<file path="src/rtl/cpu_pkg.sv">
// cpu_pkg
// Shared CPU definitions used by the fetch/decode path.
//   INSTR_W      : default instruction word width
//   PC_W         : default fetch-address width
//   ibuf_entry_t : one instruction-queue entry, {instr, pc}
package cpu_pkg;

  localparam int INSTR_W = 32;
  localparam int PC_W    = 32;

  typedef struct packed {
    logic [INSTR_W-1:0] instr;
    logic [PC_W-1:0]    pc;
  } ibuf_entry_t;

endpackage

</file>
<file path="src/rtl/ibuf_mem.sv">
// ibuf_mem
// Instruction-queue storage array: synchronous write port, asynchronous read port.
// Contents are not reset; validity is tracked by the owner's count.
//   clk     : clock
//   we_i    : write enable
//   waddr_i : write index
//   wdata_i : write data
//   raddr_i : read index
//   rdata_o : read data (combinational)
module ibuf_mem #(
  parameter int DEPTH = 4,
  parameter int W     = 64
) (
  input  logic                     clk,
  input  logic                     we_i,
  input  logic [$clog2(DEPTH)-1:0] waddr_i,
  input  logic [W-1:0]             wdata_i,
  input  logic [$clog2(DEPTH)-1:0] raddr_i,
  output logic [W-1:0]             rdata_o
);

  logic [W-1:0] mem_q [DEPTH];

  always_ff @(posedge clk) begin
    if (we_i) begin
      mem_q[waddr_i] <= wdata_i;
    end
  end

  assign rdata_o = mem_q[raddr_i];

endmodule

</file>
<file path="src/rtl/instr_queue.sv">
// instr_queue
// First-word-fall-through instruction queue between fetch and decode.
// Holds up to DEPTH {instr, pc} entries; flush discards all held entries.
//   clk, rst             : clock, synchronous active-high reset
//   flush                : drop all entries (priority over push/pop)
//   in_valid/in_ready    : fetch-side handshake
//   in_instr, in_pc      : fetched word and its address
//   out_valid/out_ready  : decode-side handshake
//   out_instr, out_pc    : head entry (valid only while out_valid)
//   count                : number of held entries
module instr_queue
  import cpu_pkg::*;
#(
  parameter int WIDTH = INSTR_W,
  parameter int PC_W  = cpu_pkg::PC_W,
  parameter int DEPTH = 4
) (
  input  logic                       clk,
  input  logic                       rst,
  input  logic                       flush,
  input  logic                       in_valid,
  output logic                       in_ready,
  input  logic [WIDTH-1:0]           in_instr,
  input  logic [PC_W-1:0]            in_pc,
  output logic                       out_valid,
  input  logic                       out_ready,
  output logic [WIDTH-1:0]           out_instr,
  output logic [PC_W-1:0]            out_pc,
  output logic [$clog2(DEPTH+1)-1:0] count
);

  localparam int PTR_W = $clog2(DEPTH);
  localparam int CNT_W = $clog2(DEPTH+1);
  localparam int ENT_W = WIDTH + PC_W;

  logic [PTR_W-1:0] wr_ptr_q, wr_ptr_d;
  logic [PTR_W-1:0] rd_ptr_q, rd_ptr_d;
  logic [CNT_W-1:0] count_q, count_d;
  logic             push, pop, mem_we;
  logic [ENT_W-1:0] rdata;

  // Full/empty come from count only, so in_ready never depends on out_ready
  // and out_valid never depends on in_valid.
  assign in_ready  = (count_q != CNT_W'(DEPTH));
  assign out_valid = (count_q != '0);
  assign push      = in_valid & in_ready;
  assign pop       = out_valid & out_ready;
  assign count     = count_q;

  always_comb begin
    wr_ptr_d = wr_ptr_q;
    rd_ptr_d = rd_ptr_q;
    count_d  = count_q;
    if (flush) begin
      wr_ptr_d = '0;
      rd_ptr_d = '0;
      count_d  = '0;
    end else begin
      if (push) wr_ptr_d = wr_ptr_q + PTR_W'(1);
      if (pop)  rd_ptr_d = rd_ptr_q + PTR_W'(1);
      if (push && !pop)      count_d = count_q + CNT_W'(1);
      else if (pop && !push) count_d = count_q - CNT_W'(1);
    end
  end

  always_ff @(posedge clk) begin
    if (rst) begin
      wr_ptr_q <= '0;
      rd_ptr_q <= '0;
      count_q  <= '0;
    end else begin
      wr_ptr_q <= wr_ptr_d;
      rd_ptr_q <= rd_ptr_d;
      count_q  <= count_d;
    end
  end

  // A write that coincides with flush or reset is dropped so the
  // discarded handshake leaves storage untouched.
  assign mem_we = push & ~flush & ~rst;

  ibuf_mem #(
    .DEPTH(DEPTH),
    .W    (ENT_W)
  ) u_mem (
    .clk    (clk),
    .we_i   (mem_we),
    .waddr_i(wr_ptr_q),
    .wdata_i({in_instr, in_pc}),
    .raddr_i(rd_ptr_q),
    .rdata_o(rdata)
  );

  assign out_instr = rdata[ENT_W-1:PC_W];
  assign out_pc    = rdata[PC_W-1:0];

endmodule

</file>
<file path="config.mk">
export PLATFORM = sky130hd
export DESIGN_NAME = instr_queue
export DESIGN_NICKNAME = d
export VERILOG_FILES = /design/src/rtl/cpu_pkg.sv /design/src/rtl/ibuf_mem.sv /design/src/rtl/instr_queue.sv
export SDC_FILE = /design/constraint.sdc
export NUM_CORES = 1
export LEC_CHECK = 0
export CAP_MARGIN = 20
export CORE_ASPECT_RATIO = 1.75
export CORE_UTILIZATION = 40
export DETAILED_ROUTE_END_ITERATION = 10
export PLACE_DENSITY = 0.76
export SKIP_CTS_REPAIR_TIMING = 1
export SYNTH_ARGS = -nofsm -noshare
export SYNTH_HDL_FRONTEND = slang
export SYNTH_SLANG_ARGS = --single-unit
</file>
<file path="constraint.sdc">
create_clock -name clk -period 2.8 [get_ports clk]
set_input_delay 0.56 -clock clk [delete_from_list [all_inputs] [get_ports clk]]
set_output_delay 0.56 -clock clk [all_outputs]
set_load 0.03 [all_outputs]
</file>
Yosys cells after proc, flatten, opt, wreduce, memory -nomap -nowiden
Memories as Yosys holds them, arrays and structs flattened. A register that Yosys moved wholly into a read port is not among the register bits.
Cells that the tools add are included.

word-level totals
  register bits after elaboration = 7
  RAM bits = 256
  input bits = 69
  word-level logic and storage cells = 28
  memories = 1

memory list
  memory       words  width  read ports  clocked after Yosys merged registers in  wr ports  line            text
  u_mem.mem_q  4      64     1           1                                        1         ibuf_mem.sv:22  logic [W-1:0] mem_q [DEPTH];

cells by class
  add/sub/neg operators = 4
  equality and inequality tests = 1
  muxes and demuxes = 6
  bitwise operators = 6
  reduce and logical (&&, ||, !) cells = 7

operators by type and width
  cell                   number
  $mux W3                2
  $add A2 B1 Y2 const B  2
  $and A1 B1 Y1          4
  $mux W2                2
  $add A3 B1 Y3 const B  1
  $ne A3 B3 Y1 const B   1
  $reduce_bool A3 Y1     1
  $sub A3 B1 Y3 const B  1
  $logic_and A1 B1 Y1    2
  $logic_not A1 Y1       2
  $mux W1                2
  $not A1 Y1             2
  $reduce_bool A2 Y1     1
  $reduce_or A2 Y1       1

Longest topological paths before layout
Gate-level depths: netlist of run 1.

  depth in word-level cells = 6
  mapped depth = 9
  gate-level depth less buffers = 8

Cells and area by module
A second synthesis of run 1 with hierarchy kept.

second synthesis, totals
  cells, all modules = 375
  area, all modules = 9703.1 um^2

by module, submodules not included
  module       instances  cells each  area an instance (um^2)  sequential area each (um^2)
  ibuf_mem     1          338         9341.5                   7687.4
  instr_queue  1          37          361.6                    140.1

Worst setup path before layout of run 1
Ideal clock, no wire load.

  path type = register to register
  start = reg count_q[0] (netlist: count[0])
  end = mem u_mem.mem_q[3][0], enable pin
  setup time = 0.429 ns
  data arrival time = 2.703 ns
  required time = 2.371 ns
  path slack = -0.332 ns
  stages on the path, launching flop included = 5
  path buffers = 1
  cell sequence = dfxtp_1 -> or3b_4 -> and2_4 -> buf_6 -> and3_1

on the way
  cells in the longest elaborated chain, start to end = 6

RTL lines
  item                           line               text
  start, declared                instr_queue.sv:38  logic [CNT_W-1:0] count_q, count_d;
  start signal, assigned         instr_queue.sv:74  count_q <= count_d;
  $ne A3 B3 Y1                   instr_queue.sv:44  assign in_ready = (count_q != CNT_W'(DEPTH));
  via in_ready                   instr_queue.sv:22  output logic in_ready,
  $and A1 B1 Y1                  instr_queue.sv:46  assign push = in_valid & in_ready;
  via push                       instr_queue.sv:39  logic push, pop, mem_we;
  $and A1 B1 Y1 (2 in a row)     instr_queue.sv:80  assign mem_we = push & ~flush & ~rst;
  $mux W1                        ibuf_mem.sv:25     if (we_i) begin
  $mux W1 (not written as such)  ibuf_mem.sv:26     mem_q[waddr_i] <= wdata_i;
  end, declared                  ibuf_mem.sv:22

The timed path passes the listed nets, and every way through them passes these cells.

==> results of run 1 <==
per-stage QoR:
stage	hold WS (ns)	power (uW)	utilization, %	area [sq um]	instances
after floorplan	0.462	4840	-	9680	383
after global placement	0.471	5140	48.7	11600	825
after detailed placement	0.497	5160	48.7	11600	825
after CTS	0.505	8290	51.8	12300	866
after global routing	0.569	8440	52.5	12500	867
final	0.505	8200	52.5	12500	867
flip-flops by register name, indices dropped and copies added (netlist names), named ones only:
name         count
count            3
wr_ptr_q         2
rd_ptr_q         2
u_mem.mem_q    256
final cells by class:
type                            instances  area [sq um]
Antenna cell                            1          2.50
Clock buffer                           26           587
Clock inverter                         15           153
Fill cell                            1851         11300
Inverter                                3          11.3
Multi-Input combinational cell         99          1740
Sequential cell                       265          7880
Tap cell                              308           385
Timing Repair Buffer                  150          1760
cell families (layout without fill, tap and decap cells):
family	Yosys count	in the layout	synth area share (%)
multiplexers	65	65	15.0
buffers and inverters	19	194	0.943
other	0	1	0
adder cells (fa/ha/maj)	6	6	0.853
flip-flops	265	265	81.3
AO/OA/AOI/OAI	6	6	0.452
AND/OR/NAND/NOR	18	18	1.12
XOR/XNOR	4	4	0.362
critical path: stages (launching register included):
cell and delay, ns:
sky130_fd_sc_hd__dfxtp_4 0.39, sky130_fd_sc_hd__buf_16 0.26, sky130_fd_sc_hd__mux4_2 0.58, sky130_fd_sc_hd__dlymetal6s2s_1 0.27
per-layer routing:
metal  up-vias  routed length [microns]  share of wire (%)
li1       1952                        -                  -
met1      2324                     6600                 35
met2       129                    10500                 56
met3        49                      824                4.4
met4         6                      800                4.3
met5         -                       44               0.23
where the power goes:
group / leakage (uW) / internal (uW) / switching [uW] / total [uW]
registers: 0.00239 / 4400 / 23.7 / 4420
logic: 0.00165 / 311 / 328 / 640
clock network: 0.000358 / 1790 / 1350 / 3140
cell usage after synthesis:
cell type and instances:
sky130_fd_sc_hd__buf_1 6, sky130_fd_sc_hd__a21oi_1 1, sky130_fd_sc_hd__nor2_1 6, sky130_fd_sc_hd__edfxtp_1 256, sky130_fd_sc_hd__mux2i_1 1, sky130_fd_sc_hd__o311ai_0 1
sky130_fd_sc_hd__nand2_1 1, sky130_fd_sc_hd__o31ai_1 1, sky130_fd_sc_hd__or2_2 1, sky130_fd_sc_hd__clkbuf_2 1, sky130_fd_sc_hd__and3_1 1, sky130_fd_sc_hd__and3_2 3
sky130_fd_sc_hd__fa_1 1, sky130_fd_sc_hd__buf_6 1, sky130_fd_sc_hd__mux4_2 64, sky130_fd_sc_hd__o21ai_1 1, sky130_fd_sc_hd__buf_4 1, sky130_fd_sc_hd__o21ai_0 1
sky130_fd_sc_hd__buf_2 6, sky130_fd_sc_hd__inv_1 3, sky130_fd_sc_hd__nand4_1 2, sky130_fd_sc_hd__xor2_1 4, sky130_fd_sc_hd__or3b_4 1, sky130_fd_sc_hd__or3_2 2
sky130_fd_sc_hd__clkbuf_1 1, sky130_fd_sc_hd__dfxtp_1 9, sky130_fd_sc_hd__o31ai_2 1, sky130_fd_sc_hd__ha_1 5, sky130_fd_sc_hd__and2_4 1
path summary, 6_finish.rpt:
kind / startpoint / endpoint / depth (start not counted)
max reg2reg: count[0]$_SDFFE_PP0P_ / count[2]$_SDFFE_PP0P_ / 8
max: register / out_instr[14] / 3
min reg2reg: wr_ptr_q[0]$_SDFFE_PP0P_ / wr_ptr_q[0]$_SDFFE_PP0P_ / 2
min: wr_ptr_q[0]$_SDFFE_PP0P_ / wr_ptr_q[0]$_SDFFE_PP0P_ / 2
placed cells by master (no fill, tap or decap), types with 2 or more instances in the layout:
cell                              count
sky130_fd_sc_hd__clkbuf_1             3
sky130_fd_sc_hd__nand4_1              2
sky130_fd_sc_hd__clkdlybuf4s50_1     73
sky130_fd_sc_hd__xor2_1               4
sky130_fd_sc_hd__edfxtp_1           256
sky130_fd_sc_hd__ha_1                 5
sky130_fd_sc_hd__buf_12              10
sky130_fd_sc_hd__dfxtp_4              2
sky130_fd_sc_hd__clkbuf_16           23
sky130_fd_sc_hd__dfxtp_1              7
sky130_fd_sc_hd__and3_4               4
sky130_fd_sc_hd__inv_1                3
sky130_fd_sc_hd__clkinv_2             4
sky130_fd_sc_hd__or3_2                2
sky130_fd_sc_hd__dlymetal6s2s_1      61
sky130_fd_sc_hd__mux4_2              64
sky130_fd_sc_hd__bufinv_16            3
sky130_fd_sc_hd__buf_4                5
sky130_fd_sc_hd__clkinv_1             5
sky130_fd_sc_hd__clkinvlp_4           2
sky130_fd_sc_hd__nor2_1               6
==> results.json, run 1 <==
{
  "drc": 0,
  "worst_setup_path_start_kind": "register",
  "routed_via_density": 5.14,
  "synth.yosys.warnings": 0,
  "first_pass_iters": 4,
  "clk_pin_slew_ns": 0.07,
  "worst-endpoint-arrival_ns": 2.02,
  "core_sq_mm": 0.0238,
  "fin_crit_ns": 2.58,
  "p_leak_uw": 0.00440,
  "critPathKind": "reg -> out",
  "dp.final_hpwl_mm": 11.9,
  "worstPathRequired_ns": 2.24,
  "cell_count_after_synthesis": 383,
  "drive_gt1_share_pct": 22.4,
  "yosysSeqAreaShare_pct": 81.3,
  "dieArea_sq_mm": 0.0249,
  "clock.fmax_mhz": 387,
  "ioPinCount": 138,
  "timing.max_cap.violations": 0,
  "global_route.usage.met1_pct": 16.6,
  "worst_rel_slew_slack_pct": 61.3,
  "finalWirelength_mm": 18.7,
  "status": "finished clean",
  "synth.ff_latch_count": 265,
  "syn_avg_cell_area_sq_um": 25.3,
  "grt_overflow": 0,
  "wire_per_inst_microns": 21.6,
  "grt.total_usage_pct": 15.5,
  "first_global_vias": 5043,
  "dp_worst_setup_slack_ns": 0.0732,
  "portBuffers": 137,
  "grt_use_met3_pct": 2.55,
  "ys_types": 29,
  "max_slew.worst_pin.slew_ns": 0.573,
  "cts_root_buf": "sky130_fd_sc_hd__clkbuf_16",
  "largest_net_degree_at_the_start_of_global_routing": 41,
  "hp-class": "reg -> reg",
  "antenna_found_initial": 4,
  "cts.sink_count": 265,
  "vdd_drop_max_v": 0.000337,
  "clock_latency_ns": 0.51,
  "synthToLayoutAreaGrowth_pct": 29.2,
  "worstPathMaxFanout": 31,
  "cts.path.max_buffers": 3,
  "unrepaired_setup_endpoints_after_global_routing": "false",
  "final.period_utilization_pct": 92.2,
  "globalplace.congestion": 0.682,
  "dieHeight_microns": 208,
  "synth_largest_area_cell": "sky130_fd_sc_hd__edfxtp_1",
  "powerDensity_mw_per_mm2": 655,
  "number_of_antenna_violating_nets_in_the_routed_design": 0,
  "reg2reg_setup_slack_ns": 0.47,
  "syn_nets": 458,
  "fp-row-count": 75,
  "mappedNetlistArea_sq_mm": 0.00968,
  "num-nets-final": 617,
  "grt_busiest_layer": "met2",
  "wire_length_of_the_first_global_routing_pass_mm": 28.8,
  "final.setup.worst_slack_ns": 0.219,
  "finalSetupViolations": 0,
  "cts_tree": "built",
  "report.final.slew_viol_count": 0,
  "finalHoldViolCount": 0,
  "yosys.area.top_type_share_pct": 79.4,
  "use_met2_pct": 28.4,
  "netlist_top_cells_area": "sky130_fd_sc_hd__edfxtp_1, sky130_fd_sc_hd__mux4_2, sky130_fd_sc_hd__dfxtp_1, sky130_fd_sc_hd__ha_1, sky130_fd_sc_hd__xor2_1",
  "cts-buffers-inserted": 23,
  "number_of_design_rule_violations_left_by_the_first_detailed_router_iteration": 276,
  "initial_utilization_pct": 40.6,
  "fin_worst_skew_ns": 0.0103,
  "detailroute.via_count": 4460,
  "tns_ns": 0,
  "dieWidth_microns": 120,
  "h-tree-depth": 1,
  "endpoint_kind": "output port"
}
Power figures use the tool's default switching activity.
==> inputs of run 2 (changes only) <==
--- a/constraint.sdc
+++ b/constraint.sdc
@@ -3,2 +3,2 @@
 set_output_delay 0.56 -clock clk [all_outputs]
-set_load 0.03 [all_outputs]
+set_load 0.005 [all_outputs]
==> run 2 against run 1 <==
Sequential share of layout area is 1.2 points lower. Cell area rose by 2.0%. Maximum frequency is 7.1% lower. Setup slack got worse by 0.20 ns. Clock-buffer cell count is 2 lower.
==> results.json, run 2 (synthesized netlist as in run 1, its figures left out) <==
{
  "initial_utilization_pct": 40.6,
  "total_placed_instance_area_sq_mm": 0.0116,
  "fp-row-count": 75,
  "first_pass_iters": 4,
  "number_of_antenna_violating_nets_in_the_routed_design": 0,
  "ioPinCount": 138,
  "finalWirelength_mm": 19.7,
  "rr_worst_depth": 8,
  "final_cell_mix": "sky130_fd_sc_hd__edfxtp_1, sky130_fd_sc_hd__clkdlybuf4s50_1, sky130_fd_sc_hd__mux4_2",
  "largest_reg_flops": 256,
  "fin_crit_ns": 2.78,
  "wire_per_inst_microns": 22.1,
  "dp.final_hpwl_mm": 12.1,
  "worst_rel_slew_slack_pct": 69.4,
  "grt.total_usage_pct": 15.5,
  "vdd_drop_max_v": 0.000490,
  "unrepaired_setup_endpoints_after_global_routing": "true",
  "h-tree-depth": 1,
  "dpl.cell_count": 824,
  "routed_via_density": 5.21,
  "fin_worst_skew_ns": 0.0250,
  "regMostFlops": "u_mem.mem_q",
  "portBuffers": 137,
  "drive_gt1_share_pct": 25.2,
  "clock_latency_ns": 0.52,
  "num-nets-final": 638,
  "finalHoldViolCount": 0,
  "worstPathRequired_ns": 2.24,
  "cts-buffers-inserted": 23,
  "synthToLayoutAreaGrowth_pct": 31.8,
  "cts.path.max_buffers": 3,
  "worst_hold_startpoint": "wr_ptr_q[0]$_SDFFE_PP0P_",
  "cts.sink_count": 265,
  "critPathKind": "reg -> out",
  "multiInputGateArea_sq_mm": 0.00174,
  "report.final.slew_viol_count": 0,
  "core_sq_mm": 0.0238,
  "cts_root_buf": "sky130_fd_sc_hd__clkbuf_16",
  "post-layout-total-power_uw": 8310,
  "finalSetupViolations": 0,
  "clock.fmax_mhz": 360,
  "powerDensity_mw_per_mm2": 651,
  "dieArea_sq_mm": 0.0249,
  "final_design_area_no_fill_sq_mm": 0.0128,
  "wire_length_of_the_first_global_routing_pass_mm": 29.0,
  "dieHeight_microns": 208,
  "p_leak_uw": 0.00424,
  "first_global_vias": 5094,
  "drc": 0,
  "cts_tree": "built",
  "final.period_utilization_pct": 99.2,
  "detailroute.via_count": 4644,
  "number_of_design_rule_violations_left_by_the_first_detailed_router_iteration": 305,
  "regToRegEndpoint": "count[2]$_SDFFE_PP0P_",
  "regToRegStartpoint": "count[0]$_SDFFE_PP0P_",
  "clk_pin_slew_ns": 0.07,
  "status": "finished clean",
  "dieWidth_microns": 120,
  "worst-endpoint-arrival_ns": 2.22,
  "sink_of_the_worst_hold_path": "wr_ptr_q[0]$_SDFFE_PP0P_",
  "mostFrequentLayoutCell": "sky130_fd_sc_hd__edfxtp_1",
  "reg2reg_setup_slack_ns": 0.36,
  "hp-class": "reg -> reg",
  "largest_net_degree_at_the_start_of_global_routing": 38,
  "antenna_found_initial": 7,
  "count_of_placed_standard_cells_in_the_final_layout_fillers_left_out": 891,
  "endpoint_kind": "output port",
  "max_slew.worst_pin.slew_ns": 0.457,
  "worstPathMaxFanout": 5,
  "num-fill-cells": 1828,
  "grt_overflow": 0,
  "number_of_stages_on_the_worst_hold_path": 2,
  "final.hold.worst_slack_ns": 0.506,
  "worst_setup_path_start_kind": "register",
  "timing.max_cap.violations": 0,
  "register_area_sq_mm": 0.00788,
  "globalplace.congestion": 0.734
}
[run 2: cell count changes in the layout (fill, tap and decap cells not counted), sizes merged]
cell,delta
clkdlybuf4s50,+39
buf,+14
diode,+3
clkinvlp,-1
clkbuf,+2
dlymetal6s2s,-36
clkinv,+1
bufinv,+2
[run 2: where the power goes]
part           internal (uW)  switching, uW  leakage [uW]
logic                    351            221       0.00147
registers               4400           22.7       0.00239
clock network           1970           1350      0.000390
total                   6720           1590       0.00424
[run 2: through the flow]
stage	worst slack, ns	TNS, ns	util (%)
CTS	-0.170	-4.79	52.1
global route	-0.0249	-0.188	53.5
detailed placement	0.00278	0	48.8
finish	0.0211	0	53.5
global placement	0.169	0	48.8
floorplan	0.618	0	-
[run 2: cell type report]
type,count,share of cell area [%]
antenna,4,0.0784
clock buffer,24,4.54
clock inverter,17,1.69
inverter,3,0.0882
multi-input combinational,99,13.6
sequential,265,61.7
tap,308,3.02
timing repair buffer,171,15.3
[run 2: how the worst max path moves through the flow]
stage | from | endpoint | slack, ns | cells past startpoint
6_report | register | out_pc[20] | 0.02 | 4
5_1_grt | register | out_pc[19] | -0.02 | 4
4_1_cts | register | out_pc[25] | -0.17 | 3
3_5_place_dp | in_valid | count[2]$_SDFFE_PP0P_ | 0.003 | 8
3_3_place_gp | in_valid | count[2]$_SDFFE_PP0P_ | 0.17 | 8
2_1_floorplan | count[0]$_SDFFE_PP0P_ | count[2]$_SDFFE_PP0P_ | 0.62 | 9
[run 2: worst max-delay path, cell delays in order, from the launching register on]
cell and delay (ns):
sky130_fd_sc_hd__dfxtp_4 0.36, sky130_fd_sc_hd__buf_4 0.18, sky130_fd_sc_hd__clkbuf_16 0.17, sky130_fd_sc_hd__mux4_2 0.51, sky130_fd_sc_hd__clkdlybuf4s50_1 0.47
[run 2: per-layer routing]
metal  track usage, %  wire [microns]  vias up
met5                0              34        -
met4             8.62             693        6
met3             2.53             934       43
met2             27.7           10900      155
met1             17.5            7220     2436
li1                 -               -     2004
==> inputs of run 3 (changes only) <==
Settings changed: CAP_MARGIN 20 to 25.
==> results of run 3 <==
Final layout, timing and power as in run 2 (identical DEF).
